### config.mk
export PLATFORM = sky130hd
export DESIGN_NAME = dsp_addsub_seq
export DESIGN_NICKNAME = d
export VERILOG_FILES = /design/src/rtl/dsp_addsub_seq.sv
export SDC_FILE = /design/constraint.sdc
export NUM_CORES = 1
export LEC_CHECK = 0
export BUFFER_PORTS_ARGS = -buffer_cell sky130_fd_sc_hd__buf_2
export CAP_MARGIN = 5
export CORE_ASPECT_RATIO = 1.5
export CORE_MARGIN = 2
export CORE_UTILIZATION = 45
export CTS_CLUSTER_SIZE = 28
export DETAILED_ROUTE_END_ITERATION = 7
export PLACE_DENSITY_LB_ADDON = 0.08
export SYNTH_ARGS = -nofsm -noshare
export SYNTH_HDL_FRONTEND = slang
export SYNTH_SLANG_ARGS = --single-unit
### constraint.sdc
create_clock -name clk -period 3.2 [get_ports clk]
set_input_delay 0.48 -clock clk [delete_from_list [all_inputs] [get_ports clk]]
set_output_delay 0.48 -clock clk [all_outputs]
set_load 0.01 [all_outputs]
### src/rtl/dsp_addsub_seq.sv
`default_nettype none
// ============================================================================
// Module      : dsp_addsub_seq
// Description : Multi-cycle add/sub/accumulate engine. It adds one SLICE-bit
//               slice per cycle and registers the carry between slices.
// Revision    : 1.0 - initial release
// ============================================================================
module dsp_addsub_seq #(
  parameter int WIDTH = 64,
  parameter int SLICE = 16
) (
  input  logic             clk,
  input  logic             rst_n,
  input  logic             in_valid,
  output logic             in_ready,
  input  logic [1:0]       op,
  input  logic [WIDTH-1:0] a,
  input  logic [WIDTH-1:0] b,
  output logic             out_valid,
  input  logic             out_ready,
  output logic [WIDTH-1:0] result,
  output logic             carry_out,
  output logic             overflow
);

  localparam int NSLICE = WIDTH / SLICE;
  localparam int IDXW   = (NSLICE > 1) ? $clog2(NSLICE) : 1;
  localparam logic [IDXW-1:0] IDX_LAST = IDXW'(NSLICE - 1);

  localparam logic [1:0] OP_ADD  = 2'b00;
  localparam logic [1:0] OP_SUB  = 2'b01;
  localparam logic [1:0] OP_ACC  = 2'b10;
  localparam logic [1:0] OP_LOAD = 2'b11;

  typedef enum logic [1:0] {
    IDLE = 2'd0,
    RUN  = 2'd1,
    DONE = 2'd2
  } state_t;

  state_t            state, state_nxt;
  logic [WIDTH-1:0]  op_a, op_b, acc;
  logic [WIDTH-1:0]  op_b_sel;
  logic [WIDTH-1:0]  result_shift;
  logic [SLICE:0]    slice_sum;
  logic [IDXW-1:0]   idx;
  logic [1:0]        op_q;
  logic              carry, carry_sel;
  logic              sign_a, sign_b;
  logic              accept, last_slice;

  assign in_ready   = (state == IDLE);
  assign out_valid  = (state == DONE);
  assign accept     = in_valid && in_ready;
  assign last_slice = (idx == IDX_LAST);

  assign slice_sum = {1'b0, op_a[SLICE-1:0]} + {1'b0, op_b[SLICE-1:0]}
                   + {{SLICE{1'b0}}, carry};

  // New slice enters at the top so the LSB slice ends up at the bottom.
  generate
    if (NSLICE == 1) begin : g_shift_single
      assign result_shift = slice_sum[SLICE-1:0];
    end else begin : g_shift_multi
      assign result_shift = {slice_sum[SLICE-1:0], result[WIDTH-1:SLICE]};
    end
  endgenerate

  always_comb begin
    op_b_sel  = b;
    carry_sel = 1'b0;
    case (op)
      OP_ADD:  begin op_b_sel = b;  carry_sel = 1'b0; end
      OP_SUB:  begin op_b_sel = ~b; carry_sel = 1'b1; end
      OP_ACC:  begin op_b_sel = acc; carry_sel = 1'b0; end
      OP_LOAD: begin op_b_sel = '0; carry_sel = 1'b0; end
      default: begin op_b_sel = b;  carry_sel = 1'b0; end
    endcase
  end

  always_comb begin
    state_nxt = state;
    case (state)
      IDLE:    if (in_valid)   state_nxt = RUN;
      RUN:     if (last_slice) state_nxt = DONE;
      DONE:    if (out_ready)  state_nxt = IDLE;
      default: state_nxt = IDLE;
    endcase
  end

  always_ff @(posedge clk or negedge rst_n) begin
    if (!rst_n) begin
      state <= IDLE;
    end else begin
      state <= state_nxt;
    end
  end

  always_ff @(posedge clk or negedge rst_n) begin
    if (!rst_n) begin
      op_a      <= '0;
      op_b      <= '0;
      acc       <= '0;
      result    <= '0;
      idx       <= '0;
      op_q      <= OP_ADD;
      carry     <= 1'b0;
      sign_a    <= 1'b0;
      sign_b    <= 1'b0;
      carry_out <= 1'b0;
      overflow  <= 1'b0;
    end else begin
      if (accept) begin
        op_a   <= a;
        op_b   <= op_b_sel;
        carry  <= carry_sel;
        sign_a <= a[WIDTH-1];
        sign_b <= op_b_sel[WIDTH-1];
        op_q   <= op;
        idx    <= '0;
      end else if (state == RUN) begin
        result <= result_shift;
        op_a   <= op_a >> SLICE;
        op_b   <= op_b >> SLICE;
        carry  <= slice_sum[SLICE];
        idx    <= idx + 1'b1;
        if (last_slice) begin
          carry_out <= slice_sum[SLICE];
          overflow  <= (op_q != OP_LOAD) && (sign_a == sign_b)
                       && (slice_sum[SLICE-1] != sign_a);
          if (op_q[1]) begin
            acc <= result_shift;
          end
        end
      end
    end
  end

endmodule
`default_nettype wire

=== Yosys cells after proc, flatten, opt, wreduce, memory -nomap -nowiden ===
Index checks and enable logic that the tools add are counted.

* Muxes and demuxes: 14
* Reductions and logical operators: 11
* Equality and inequality tests: 12
* $add $sub $neg: 3
* Bitwise logic cells: 2

{| class="wikitable"
|+ Operators with widths
! cell !! count
|-
| 64-bit 2-to-1 mux || 4
|-
| 64-bit case mux with 4 select lines || 1
|-
| 64-bit NOT || 1
|-
| 16-bit by 16-bit adder with 17-bit output || 1
|-
| 17-bit by 1-bit adder with 17-bit output || 1
|-
| 2-bit 2-to-1 mux || 5
|-
| 2-bit == test (second input constant) || 4
|-
| 2-bit inequality test (second input constant) || 3
|-
| 2-bit case mux with 3 select lines || 1
|-
| 3-bit AND reduction || 2
|-
| 2-bit by 1-bit == test with 1-bit output (second input constant) || 2
|-
| 2-bit logical NOT || 2
|-
| 4-bit AND reduction || 1
|-
| 1-bit logical AND || 3
|-
| 3-bit OR reduction || 1
|-
| 2-bit by 1-bit adder with 2-bit output (second input constant) || 1
|-
| 1-bit 2-to-1 mux || 2
|-
| 2-bit by 1-bit inequality test with 1-bit output (second input constant) || 1
|-
| 1-bit case mux with 2 select lines || 1
|-
| 2-bit AND reduction || 1
|-
| 2-bit nonzero test || 1
|-
| 1-bit == test || 1
|-
| 1-bit inequality test || 1
|-
| 1-bit NOT || 1
|}

* Input bits: 134
* Flip-flop bits (word level): 267

=== Longest topological paths before layout ===
Gate-level depths: netlist of the first run.

* Word-level depth: 4
* Gate-level depth with buffers: 8
* Gate-level depth less buffers: 8

=== Worst setup path before layout of the first run ===
Ideal clock, no wire load.

* Kind: register to register
* From: reg op_a[0]
* To: reg result[62]
* Data required time: 3069 ps
* Arrival: 2546 ps
* Cell stages (with the launch flop): 9
* Buffers on the path: 0
* Library setup time: 131 ps
* Path slack: 522 ps
* Cell sequence: dfrtp_1 -> fa_1 -> fa_1 -> a21o_1 -> a21o_1 -> a211o_1 -> a21oi_4 -> nor4_1 -> or3_1

* Longest elaborated chain between the ends: 2

{| class="wikitable"
|+ RTL lines
! element !! line !! source
|-
| from (decl) || 42 || <nowiki>logic [WIDTH-1:0] op_a, op_b, acc;</nowiki>
|-
| from (signal assigned) || 123 || <nowiki>op_a <= op_a >> SLICE;</nowiki>
|-
| 16-bit by 16-bit adder with 17-bit output || 57 || <nowiki>assign slice_sum = {1'b0, op_a[SLICE-1:0]} + {1'b0, op_b[SLICE-1:0]}</nowiki>
|-
| 17-bit by 1-bit adder with 17-bit output || 58 || <nowiki>+ {{SLICE{1'b0}}, carry};</nowiki>
|-
| to (signal assigned) || 122 || <nowiki>result <= result_shift;</nowiki>
|-
| to (decl) || 21 || <nowiki>output logic [WIDTH-1:0] result,</nowiki>
|}

No other way between the ends.
A chain may end at the register's enable or synchronous reset.

=== Final worst setup path of the first run ===
Ends and elaborated chain as after synthesis.

==> results.yml, run 1 <==
clock_network:
  cts.path.max_buffers: 3
  root_buffer: "clkbuf_16"
  insertion_delay_ns: 0.53
  cts_resized: 0
  path_clk_slew_ns: 0.06
  post_cts_buffers: 0
  hold_buffers: 0
  h-tree-depth: 1
  cts_tree: "done"
  cts-buffers-inserted: 27
  clock_sinks: 267
placement:
  place_ws_ns: 0.339
  port_buffers: 201
  place_hpwl_um: 25400
  gp_congestion: 0.874
floorplan:
  initial_core_util_pct: 45.5
  die_y_um: 207
  core_um2: 27100
  io_pins: 202
  rows: 74
  die_x_um: 139
  die_area_um2: 28800
timing:
  worst_slack_ns: 0.323
  slew_viol_final: 0
  finalCritPeriodShare_pct: 89.9
  period_minus_slack_ns: 2.88
  hold_slack_ns: -0.0179
  fmax_mhz: 348
  hold_viol: 22
  setup_tns_ns: 0
  worst_slew_pin_slew_ns: 0.864
  setup_viol: 0
  rsz0062_at_grt: "false"
  maxSlewHeadroom_pct: 42.4
  finClkSkew_ns: 0.0108
run_status:
  violations: "negative hold slack"
  status: "complete, but fails checks"
global_routing:
  first_global_vias: 9786
  antenna_found_initial: 0
  grt-ovfl-total: 0
  grt_max_degree: 91
  grt.total_usage_pct: 25.6
  grt_first_pass_wirelength_um: 57600
logic_synthesis:
  synth_edf_count: 0
  synth_seq_cells: 267
  synth_top_area_cell: "dfrtp_1"
  ys_top_cells_by_area: "dfrtp_1 (54%), nand2_1 (14%), a22oi_1 (5.7%)"
  synthArstFlopShare_pct: 100
  synth_flop_cell: "dfrtp_1"
  synth_fp_nets: 1430
  avgSynthCellArea_um2: 9.66
  ys_warn_count: 0
  synthCells: 1278
  synth_top_area_share_pct: 54.1
  synth_cell_types: 45
  syn_area_um2: 12300
  ys_seq_area_share_pct: 54.1
worst_hold_path:
  hold_class: "in -> async"
finish:
  diodes: 0
  layout.nets: 1594
  synthToLayoutAreaGrowth_pct: 18.4
  fin_util_pct: 53.9
  drive_above_1_share_pct: 22.6
route:
  drcViolationCount: 0
  wl_per_cell_um: 20.6
  drtAntennaViolNets: 0
  vias: 9940
  postRouteWirelength_um: 37100
  first_pass_iters: 5
  viasPerCell: 5.52
  drtIter0Drc: 571
job:
  cap_violations: 0
power:
  peakVddDrop_uv: 581
  leakage_uw: 0.00757
  powerDensity_nw_per_um2: 1030
worst_setup_path:
  r2r_cells: 8
  cp.required_ns: 3.61
  worstPathArrival_ns: 3.29
  cp_max_fo: 5
  reg2reg_slack_ns: 0.32
  criticalPathCategory: "reg -> reg"
  end_kind: "register"
  critPathLaunchType: "register"
-- metrics by stage --
step	instances	total power [uW]	cell area (um2)
floorplan	1278	9650	12300
global placement	1755	11800	13700
detailed placement	1755	12000	13700
CTS	1802	15200	14600
global route	1802	16200	14600
finish	1802	15100	14600
-- routing by layer --
metal | up-vias | track usage (%) | wire, um
met3 | 47 | 2.91 | 1660
met2 | 294 | 45.7 | 18900
met1 | 4845 | 33.1 | 15500
met4 | 0 | 7.32 | 971
met5 | - | 0 | 0
li1 | 4754 | - | -
-- power breakdown --
group          internal, uW  total [uW]  switching [uW]
clock network          1840        3180            1330
logic                  2210        5890            3670
registers              4820        6020            1210
total                  8870       15100            6220
-- layout by cell type (no fill, tap or decap), types with 3 or more instances in the layout --
cell and instances:
buf_12 7, mux2i_1 65, inv_1 5, a22oi_1 93, a21o_1 5, nor3_1 8
nand2b_1 4, mux2_2 50, clkbuf_16 27, clkbuf_8 6, nand2_1 460, a31oi_1 4
ha_1 16, xor2_1 4, o21ai_0 54, dfrtp_1 267, clkinv_2 6, nor2_1 11
a21oi_1 14, xnor2_1 9, a211oi_1 3, clkbuf_1 3, buf_2 199, o22ai_1 64
buf_4 17, nand3_1 19
-- critical path: stages, from the launching register on --
cell and delay [ns]:
dfrtp_1 0.40, fa_1 0.49, fa_1 0.42, a21o_1 0.19, a21o_1 0.23, a211o_1 0.34, a21oi_4 0.23, nor4_1 0.07
or3_1 0.39
-- worst paths after layout --
kind,from,to
hold reg to reg,result[9]$_DFFE_PN0P_,result[9]$_DFFE_PN0P_
setup reg to reg,op_a[0]$_DFFE_PN0P_,result[62]$_DFFE_PN0P_
min in group clk,out_ready,state[1]$_DFFE_PN0P_
max in group asynchronous,rst_n,op_a[22]$_DFFE_PN0P_
hold / removal,rst_n,result[40]$_DFFE_PN0P_
setup / recovery,op_a[0]$_DFFE_PN0P_,result[62]$_DFFE_PN0P_
-- cell families (layout without fill, tap and decap cells) --
family / count (synthesis) / count (layout) / synth area share, %
muxes: 115 / 115 / 9.83
buffers and inverters: 94 / 276 / 3.03
DFF: 267 / 267 / 54.1
and+or+nand+nor: 518 / 518 / 16.5
xor gates and xnor gates: 13 / 13 / 0.922
adders and majority gates: 18 / 18 / 1.95
AOI/OAI and AO/OA: 253 / 253 / 13.7
-- cell type report --
| type | count | area (um2) |
|---|---|---|
| Clock inverter | 11 | 114 |
| Clock buffer | 36 | 769 |
| Sequential cell | 267 | 6680 |
| Inverter | 5 | 18.8 |
| Fill cell | 2523 | 12500 |
| Timing Repair Buffer | 224 | 1280 |
| Multi-Input combinational cell | 917 | 5330 |
| Tap cell | 342 | 428 |
-- registers in the layout, summed over array words and instances (netlist names) --
name,count
acc,64
op_a,64
op_b,64
result,64
idx,2
op_q,2
state,2
carry,1
carry_out,1
overflow,1
sign_a,1
sign_b,1
-- synth_stat cells (2+ instances only) --
| library cell | n |
|---|---|
| xnor2_1 | 9 |
| nor3_1 | 8 |
| clkbuf_1 | 65 |
| o311ai_0 | 2 |
| a21oi_1 | 14 |
| inv_1 | 5 |
| nand2_1 | 460 |
| nor2_1 | 12 |
| dfrtp_1 | 267 |
| mux2i_1 | 65 |
| mux2_2 | 50 |
| o211ai_1 | 2 |
| buf_2 | 17 |
| xor2_1 | 4 |
| fa_1 | 2 |
| nand3_1 | 20 |
| a21o_1 | 5 |
| buf_1 | 7 |
| nand4_1 | 2 |
| a211oi_1 | 3 |
| a221o_1 | 2 |
| a22oi_1 | 93 |
| o21ai_0 | 54 |
| nand3b_1 | 2 |
| ha_1 | 16 |
| o22ai_1 | 64 |
| nand2b_1 | 6 |
| a31oi_1 | 4 |
| and2_1 | 2 |
Power figures use the tool's default switching activity.
==> run 2, diff against run 1 <==
==> constraint.sdc (replaced) <==
create_clock -name clk -period 3.2 [get_ports clk]
set_input_delay 0.32 -clock clk [delete_from_list [all_inputs] [get_ports clk]]
set_output_delay 0.32 -clock clk [all_outputs]
set_load 0.01 [all_outputs]
==> run 2 against run 1 <==
  * The run now ends clean
  * Design area is 4.4% higher
  * Cell count rose by 3.3%
  * Sequential share of layout area decreased by 1.9 points
  * Clock power rose by 8.8%
  * Die area stayed put
  * Worst hold slack better by 0.028 ns
  * Flip-flop and latch count stayed put
  * Critical path depth unchanged
  * Critical path type unchanged
==> results.yml, run 2 (synthesized netlist as in run 1, its figures left out) <==
run_status:
  status: "finished clean"
power:
  peakVddDrop_uv: 668
  leakage_uw: 0.00783
  powerDensity_nw_per_um2: 1010
route:
  drtIter0Drc: 705
  wl_per_cell_um: 20.2
  drtAntennaViolNets: 0
  viasPerCell: 5.46
  drcViolationCount: 0
  vias: 10200
  first_pass_iters: 7
  postRouteWirelength_um: 37600
timing:
  worst_slew_pin_slew_ns: 1.06
  hold_viol: 0
  fmax_mhz: 346
  worst_slack_ns: 0.307
  finClkSkew_ns: 0.0144
  maxSlewHeadroom_pct: 28.9
  setup_viol: 0
  slew_viol_final: 0
  rsz0062_at_grt: "false"
  setup_tns_ns: 0
  period_minus_slack_ns: 2.89
  finalCritPeriodShare_pct: 90.4
floorplan:
  io_pins: 202
  core_um2: 27100
  die_area_um2: 28800
  die_x_um: 139
  die_y_um: 207
  rows: 74
  initial_core_util_pct: 45.5
worst_setup_path:
  crit_start: "op_a[0]$_DFFE_PN0P_"
  reg2reg_slack_ns: 0.31
  end_kind: "register"
  criticalPathCategory: "reg -> reg"
  cpPeakStageDelay_ns: 0.49
  cp_max_fo: 5
  cp_num_buf_inv: 0
  critPathLaunchType: "register"
  cpLargestDelayFamily: "compound AO/OA/AOI/OAI gates"
  cp.required_ns: 3.63
  cp_cell_sequence: "fa_1, fa_1, a21o_1, a21o_1, a211o_1, a21oi_4, nor4_1, or3_1"
  reg2reg_from: "op_a[0]$_DFFE_PN0P_"
  worstPathArrival_ns: 3.32
  path_depth: 8
  r2r_cells: 8
  critPathCapture: "result[62]$_DFFE_PN0P_"
  rr_endpoint: "result[62]$_DFFE_PN0P_"
  cp_slowest_cell: "fa_1"
placement:
  dp.cells: 1753
  port_buffers: 201
  place_ws_ns: 0.324
  gp_congestion: 0.868
  place_area_um2: 13700
  place_hpwl_um: 25100
global_routing:
  grt.total_usage_pct: 26.0
  first_global_vias: 10000
  grt_max_degree: 101
  grt_first_pass_wirelength_um: 58600
  grt-ovfl-total: 0
  antenna_found_initial: 0
clock_network:
  h-tree-depth: 1
  cts.path.max_buffers: 3
  post_cts_buffers: 0
  path_clk_slew_ns: 0.06
  clock_sinks: 267
  root_buffer: "clkbuf_16"
  cts-buffers-inserted: 27
  cts_tree: "done"
  insertion_delay_ns: 0.56
finish:
  mostFrequentLayoutCells: "nand2_1 (460), dfrtp_1 (267), buf_2 (199)"
  diodes: 0
  layout.nets: 1651
  final_common_cell: "nand2_1"
  drive_above_1_share_pct: 21.6
  finish.instance_area_um2: 15300
  final_cells: 1862
  final.fill_count: 2416
  fin_util_pct: 56.2
  synthToLayoutAreaGrowth_pct: 23.6
job:
  cap_violations: 0
worst_hold_path:
  hold_class: "in -> reg"
[run 2: worst min path at each step]
stage,end,from,slack [ns],cells after the start
2_1_floorplan,acc[0]$_DFFE_PN0P_,rst_n,0.02,0
3_3_place_gp,result[43]$_DFFE_PN0P_,rst_n,0.31,1
3_5_place_dp,result[43]$_DFFE_PN0P_,rst_n,0.31,1
4_1_cts,op_a[2]$_DFFE_PN0P_,a[2],0.0005,3
5_1_grt,op_a[9]$_DFFE_PN0P_,a[9],0.007,3
6_report,op_a[2]$_DFFE_PN0P_,a[2],0.01,3
[run 2: area by class of cell]
class | count | area [um2] | area share (%)
clock inverter | 14 | 210 | 1.38
tap | 342 | 428 | 2.80
sequential | 267 | 6680 | 43.8
inverter | 5 | 18.8 | 0.123
multi-input combinational | 917 | 5330 | 34.9
timing repair buffer | 281 | 1840 | 12.1
clock buffer | 36 | 749 | 4.91
[run 2: power breakdown]
| part | switching [uW] | internal (uW) |
|---|---|---|
| registers | 1180 | 4810 |
| clock network | 1410 | 2060 |
| logic | 3690 | 2260 |
| total | 6280 | 9130 |
[run 2: routing by layer]
metal | part of all wire (%) | vias to the layer above | wire length (um) | global-route usage [%]
met5 | 0 | - | 0 | 0
met4 | 3.2 | 0 | 1210 | 8.59
met3 | 4.6 | 51 | 1730 | 2.79
met2 | 51 | 315 | 19000 | 46.0
met1 | 42 | 4938 | 15600 | 33.7
li1 | - | 4863 | - | -
[run 2: repair_timing]
item,CTS,global route
resized for setup,0,0
hold buffers,59,0
setup endpoints to repair,0,0
endpoints found under the hold margin,118,0
[run 2: worst min-delay path, stage by stage]
cell,delay (ns)
buf_2,0.08
a22oi_1,0.06
nand2_1,0.06
[run 2: through the flow]
step	total power, uW	hold WS (ns)
final	15400	0.0104
after global routing	16500	0.00712
after CTS	15500	0.000468
after detailed placement	12000	0.313
after global placement	11800	0.312
after floorplan	9650	0.0244
